--- config.mk ---
export PLATFORM = sky130hd
export DESIGN_NAME = alu_exec_unit
export DESIGN_NICKNAME = d
export VERILOG_FILES = /design/src/rtl/alu_exec_unit.sv
export SDC_FILE = /design/constraint.sdc
export NUM_CORES = 1
export LEC_CHECK = 0
export ABC_AREA = 0
export CORE_MARGIN = 5
export CORE_UTILIZATION = 45
export DETAILED_ROUTE_END_ITERATION = 8
export GPL_ROUTABILITY_DRIVEN = 0
export PLACE_DENSITY = 0.66
export SYNTH_ARGS = -nofsm -noshare
export SYNTH_HDL_FRONTEND = slang
export SYNTH_SLANG_ARGS = --single-unit
--- constraint.sdc ---
create_clock -name clk -period 3.4 [get_ports clk]
set_input_delay 0.68 -clock clk [delete_from_list [all_inputs] [get_ports clk]]
set_output_delay 0.68 -clock clk [all_outputs]
set_load 0.02 [all_outputs]
--- src/rtl/alu_exec_unit.sv ---
// Multi-cycle RISC-V integer execute unit with valid/ready on both sides.
// Define ALU_FAST_SHIFT_EN to replace the bit-serial shifter with a barrel shifter.
module alu_exec_unit #(
    parameter int WIDTH = 32
) (
    input  logic             clk,
    input  logic             rst_n,
    input  logic             in_valid,
    output logic             in_ready,
    input  logic [3:0]       alu_ctrl,
    input  logic [WIDTH-1:0] op_a,
    input  logic [WIDTH-1:0] op_b,
    output logic             out_valid,
    input  logic             out_ready,
    output logic [WIDTH-1:0] result,
    output logic             zero,
    output logic             branch_taken
);
    localparam int SW = $clog2(WIDTH);

    localparam logic [1:0] S_IDLE  = 2'd0;
    localparam logic [1:0] S_SHIFT = 2'd1;
    localparam logic [1:0] S_DONE  = 2'd2;

`ifdef ALU_FAST_SHIFT_EN
    localparam bit FAST_SHIFT = 1'b1;
`else
    localparam bit FAST_SHIFT = 1'b0;
`endif

    logic [1:0]       state;
    logic [WIDTH-1:0] acc;
    logic [SW-1:0]    cnt;
    logic [1:0]       sh_op;
    logic [SW-1:0]    shamt;
    logic             is_shift;
    logic [WIDTH-1:0] calc_res;
    logic             calc_taken;
    logic [WIDTH-1:0] shift_next;

    assign shamt     = op_b[SW-1:0];
    assign is_shift  = (alu_ctrl == 4'b1000) || (alu_ctrl == 4'b1010) || (alu_ctrl == 4'b1011);
    assign in_ready  = (state == S_IDLE);
    assign out_valid = (state == S_DONE);

    // Single-cycle result for everything except a multi-cycle shift.
    always_comb begin
        calc_res   = '0;
        calc_taken = 1'b0;
        case (alu_ctrl)
            4'b0000: calc_res = op_a & op_b;
            4'b0001: calc_res = op_a | op_b;
            4'b0010: calc_res = op_a + op_b;
            4'b0011: calc_res = {{(WIDTH-1){1'b0}}, op_a < op_b};
            4'b0100: calc_res = {{(WIDTH-1){1'b0}}, $signed(op_a) < $signed(op_b)};
            4'b0101: calc_taken = op_a < op_b;
            4'b0110: calc_res = op_a - op_b;
            4'b0111: calc_taken = op_a >= op_b;
            4'b1001: calc_res = op_a ^ op_b;
            4'b1100: calc_taken = op_a == op_b;
            4'b1101: calc_taken = op_a != op_b;
            4'b1110: calc_taken = $signed(op_a) < $signed(op_b);
            4'b1111: calc_taken = $signed(op_a) >= $signed(op_b);
`ifdef ALU_FAST_SHIFT_EN
            4'b1000: calc_res = op_a << shamt;
            4'b1010: calc_res = op_a >> shamt;
            4'b1011: calc_res = $signed(op_a) >>> shamt;
`else
            // Only reached with shamt == 0 in this build.
            4'b1000, 4'b1010, 4'b1011: calc_res = op_a;
`endif
            default: ;
        endcase
        // Branch codes leave calc_res at zero, so the taken bit becomes the result.
        if (calc_taken) calc_res = {{(WIDTH-1){1'b0}}, 1'b1};
    end

    // sh_op holds alu_ctrl[1:0]: 00 SLL, 10 SRL, 11 SRA.
    always_comb begin
        case (sh_op)
            2'b00:   shift_next = {acc[WIDTH-2:0], 1'b0};
            2'b10:   shift_next = {1'b0, acc[WIDTH-1:1]};
            2'b11:   shift_next = {acc[WIDTH-1], acc[WIDTH-1:1]};
            default: shift_next = acc;
        endcase
    end

    always_ff @(posedge clk or negedge rst_n) begin
        if (!rst_n) begin
            state        <= S_IDLE;
            acc          <= '0;
            cnt          <= '0;
            sh_op        <= 2'b00;
            result       <= '0;
            zero         <= 1'b0;
            branch_taken <= 1'b0;
        end else begin
            case (state)
                S_IDLE: begin
                    if (in_valid) begin
                        if (!FAST_SHIFT && is_shift && shamt != '0) begin
                            acc   <= op_a;
                            cnt   <= shamt;
                            sh_op <= alu_ctrl[1:0];
                            state <= S_SHIFT;
                        end else begin
                            result       <= calc_res;
                            zero         <= (calc_res == '0);
                            branch_taken <= calc_taken;
                            state        <= S_DONE;
                        end
                    end
                end
                S_SHIFT: begin
                    acc <= shift_next;
                    cnt <= cnt - 1'b1;
                    if (cnt == SW'(1)) begin
                        result       <= shift_next;
                        zero         <= (shift_next == '0);
                        branch_taken <= 1'b0;
                        state        <= S_DONE;
                    end
                end
                S_DONE: begin
                    if (out_ready) state <= S_IDLE;
                end
                default: state <= S_IDLE;
            endcase
        end
    end
endmodule
==> run_results.csv <==
group,metric,value,unit
layout,post_route_cells_drive_above_1_share,40.02,%
layout,fillers,1642,
logic_synthesis,synth_area_leaders,"dfrtp_1, ha_1, a21oi_1, nor2_1, nand2_1",
pwr,power.total,7.591,mW
hold_path,hp-class,"in2async",
logic_synthesis,async_flop_share,100.0,%
grt,grt.total_usage,34.10,%
routing,wl_met3,5.862,mm
logic_synthesis,synth_top_family_by_area,"compound AO/OA/AOI/OAI gates",
floorplan,core_area,22570,sq um
floorplan,dieWidth,161.4,microns
floorplan,initial_core_util,45.69,%
grt,antenna_found_initial,0,
timing,finalHoldViolations,0,
flow_run,maxCapViolCount,0,
cts,clkLatencyLatePin,0.34,ns
routing,wl_met1,18.39,mm
floorplan,die_h,161.4,microns
logic_synthesis,yosys_warnings,0,
cts,cts_root_buffer,"clkbuf_16",
routing,top_layer,"met4",
grt,grt_max_degree,76,
pwr,leakage,7.670,nW
logic_synthesis,synth_cell_types,79,
timing,setup_viol,8,
logic_synthesis,syn_area_per_cell,6.973,sq um
layout,diodes,0,
worst_setup_path,path_max_fanout,7,
timing,max_freq,262.9,MHz
logic_synthesis,synth_nets,1653,
floorplan,num_io_pins,108,
timing,slew_headroom,26.64,%
layout,fin_util,74.81,%
cts,clk_pin_slew,0.06,ns
routing,route.antenna.remaining_nets,0,
floorplan,num_rows,55,
worst_setup_path,critPathCaptureType,"flop",
logic_synthesis,synth-compound-area-share,32.83,%
layout,area_delta_synth_final,63.75,%
routing,drt_iter0_drc,1683,
logic_synthesis,synth_xor_area_share,0,%
timing,tightest_slew,1.100,ns
timing,slew_violations,0,
routing,dr.pass1.iters,6,
logic_synthesis,yosysSeqAreaShare,18.20,%
routing,wl_met2,20.74,mm
timing,fin_worst_skew,0.005204,ns
logic_synthesis,yosys_register_bits,75,
outcome,outcome,"finished, violations left",
routing,wl_per_cell,21.08,microns
pwr,pwr_density_cell,449.5,nW/um^2
logic_synthesis,yosys.area.top_type,"dfrtp_1",
routing,vias,14330,
cts,postCtsHoldBufs,0,
layout,nets,2148,
timing,min_period,3.804,ns
cts,cts_max_level,3,
logic_synthesis,synth_top_area_share,18.20,%
worst_setup_path,critPathKind,"in2reg",
timing,rsz0062_at_grt,"yes",
floorplan,die-area,26040,sq um
logic_synthesis,synth_mux_area_share,4.174,%
placed_design,io_buffer_count,107,
routing,drc_errors,0,
pwr,ir_drop,0.3896,mV
logic_synthesis,synth_fa_ha_area_share,12.52,%
routing,vias_per_cell,6.328,
grt,grt_pass1_vias,13400,
worst_setup_path,start_kind,"input port",
worst_setup_path,crit_arrival,4.05,ns
grt,grt-ovfl-total,0,
cts,numCtsBuffers,9,
placed_design,dpl.hpwl,35.61,mm
outcome,violations,"negative setup slack",
cts,clock_sinks,75,
logic_synthesis,yosys.area_share.simple,24.59,%
logic_synthesis,syn-cell-area,10310,sq um
timing,timing.final.crit_share,111.9,%
timing,fin_ws,-0.4042,ns
logic_synthesis,synth_edf_count,0,
cts,cts_tree,"done",
logic_synthesis,ys_dominant_reg_cell,"dfrtp_1",
logic_synthesis,syn_inst,1479,
worst_setup_path,cp.required,3.64,ns
cts,max-clock-path-buffers,2,
grt,grt_first_pass_wirelength,71.58,mm
routing,drt-total-wl,47.73,mm
==> layout make-up <==
type	instances	area (sq um)	area share [%]
Multi-Input combinational cell	1197	9169	54.30
Sequential cell	75	1877	11.11
Tap cell	285	356.6	2.112
Inverter	107	430.4	2.549
Timing Repair Buffer	584	4761	28.19
Clock inverter	1	5.005	0.02964
Clock buffer	15	287.8	1.704
==> power by group <==
part           total, mW  switching, mW  internal (mW)
clock network      0.934          0.360          0.574
logic               4.91           2.69           2.21
registers           1.75          0.434           1.32
total               7.59           3.49           4.10
==> cell usage after synthesis (26+ instances only) <==
| library cell | n |
|---|---|
| a21oi_1 | 176 |
| nor2_1 | 183 |
| dfrtp_1 | 75 |
| ha_1 | 100 |
| nand2_1 | 138 |
| nor3_1 | 37 |
| o21ai_0 | 97 |
| inv_1 | 107 |
| clkbuf_1 | 89 |
| mux2i_1 | 34 |
| nor4_1 | 26 |
| nand3_1 | 27 |
==> sequential cells by signal, indices dropped and copies added (netlist names) <==
name	flops
cnt	5
state	2
branch_taken	1
sh_op	2
zero	1
result	32
acc	32
==> through the flow <==
stage	TNS, ns	cells	hold WS, ns	area (sq um)	setup slack, ns
3_5_place_dp	-22.29	2186	0.4993	14660	-1.265
2_1_floorplan	-0.5540	1479	0.3844	10430	-0.3755
3_3_place_gp	-20.58	2186	0.4915	14660	-1.159
5_1_grt	-2.029	2264	0.5353	16890	-0.5427
6_report	-1.039	2264	0.4740	16890	-0.4042
4_1_cts	-0.7458	2237	0.5119	16210	-0.4770
==> what timing repair did <==
action                     4_1_cts  5_1_grt
gates resized for setup        353      140
pin swaps                       95       68
buffers inserted                36       29
setup endpoints to repair       28       22
hold endpoints to repair         0        0
==> layout by cell type (no fill, tap or decap), types with 9 or more instances in the layout <==
| master | instances |
|---|---|
| buf_4 | 445 |
| nor2_1 | 175 |
| a21oi_1 | 146 |
| nand2_1 | 136 |
| o21ai_0 | 75 |
| dfrtp_1 | 75 |
| ha_1 | 62 |
| inv_1 | 56 |
| inv_2 | 44 |
| clkdlybuf4s50_1 | 41 |
| buf_6 | 35 |
| ha_4 | 34 |
| mux2i_1 | 33 |
| nor3_1 | 29 |
| dlygate4sd2_1 | 26 |
| nand3_1 | 25 |
| a21oi_2 | 23 |
| nand4_1 | 23 |
| a21o_1 | 19 |
| o211ai_1 | 18 |
| o31ai_1 | 15 |
| a221oi_1 | 15 |
| nor2b_1 | 13 |
| nor4_1 | 13 |
| nand2b_1 | 13 |
| a31oi_1 | 13 |
| a211o_1 | 13 |
| o21ai_2 | 11 |
| o221ai_1 | 11 |
| o21a_1 | 9 |
| o21ai_1 | 9 |
| clkbuf_16 | 9 |
==> routing by layer <==
metal | up-vias | GRT usage [%]
li1 | 6396 | -
met1 | 6658 | 45.43
met2 | 998 | 53.55
met3 | 274 | 7.145
met4 | 0 | 14.73
met5 | - | 0
==> worst paths after layout <==
| kind | startpoint | endpoint | slack [ns] | depth (start not counted) |
|---|---|---|---|---|
| setup / recovery | alu_ctrl[1] | zero | -0.40 | 16 |
| hold / removal | rst_n | cnt[3] | 0.47 | 1 |
| setup reg to reg | cnt[1] | zero | 0.51 | 13 |
| hold reg to reg | result[6] | result[6] | 0.51 | 2 |
| max in group asynchronous | rst_n | result[21] | 2.27 | 1 |
| min in group clk | result[6] | result[6] | 0.51 | 2 |
==> logic make-up after synthesis <==
logic type | after synthesis
buffers and inverters | 207
flip-flops | 75
AND/OR/NAND/NOR | 533
AO/OA/AOI/OAI | 520
multiplexers | 42
adder cells (fa/ha/maj) | 102
==> worst max-delay path, stage by stage <==
cell and delay, ns:
clkdlybuf4s50_1 0.52, buf_6 0.17, buf_6 0.15, nand4bb_1 0.23
buf_4 0.18, buf_4 0.12, nand2_1 0.05, a211oi_1 0.28
o21ai_0 0.25, nor3_1 0.20, nand4_1 0.14, nor3_2 0.20
nand3_1 0.14, nor4_2 0.33, nand4_1 0.18, o311ai_2 0.23
Note: power is estimated with default switching activity, not from simulation.
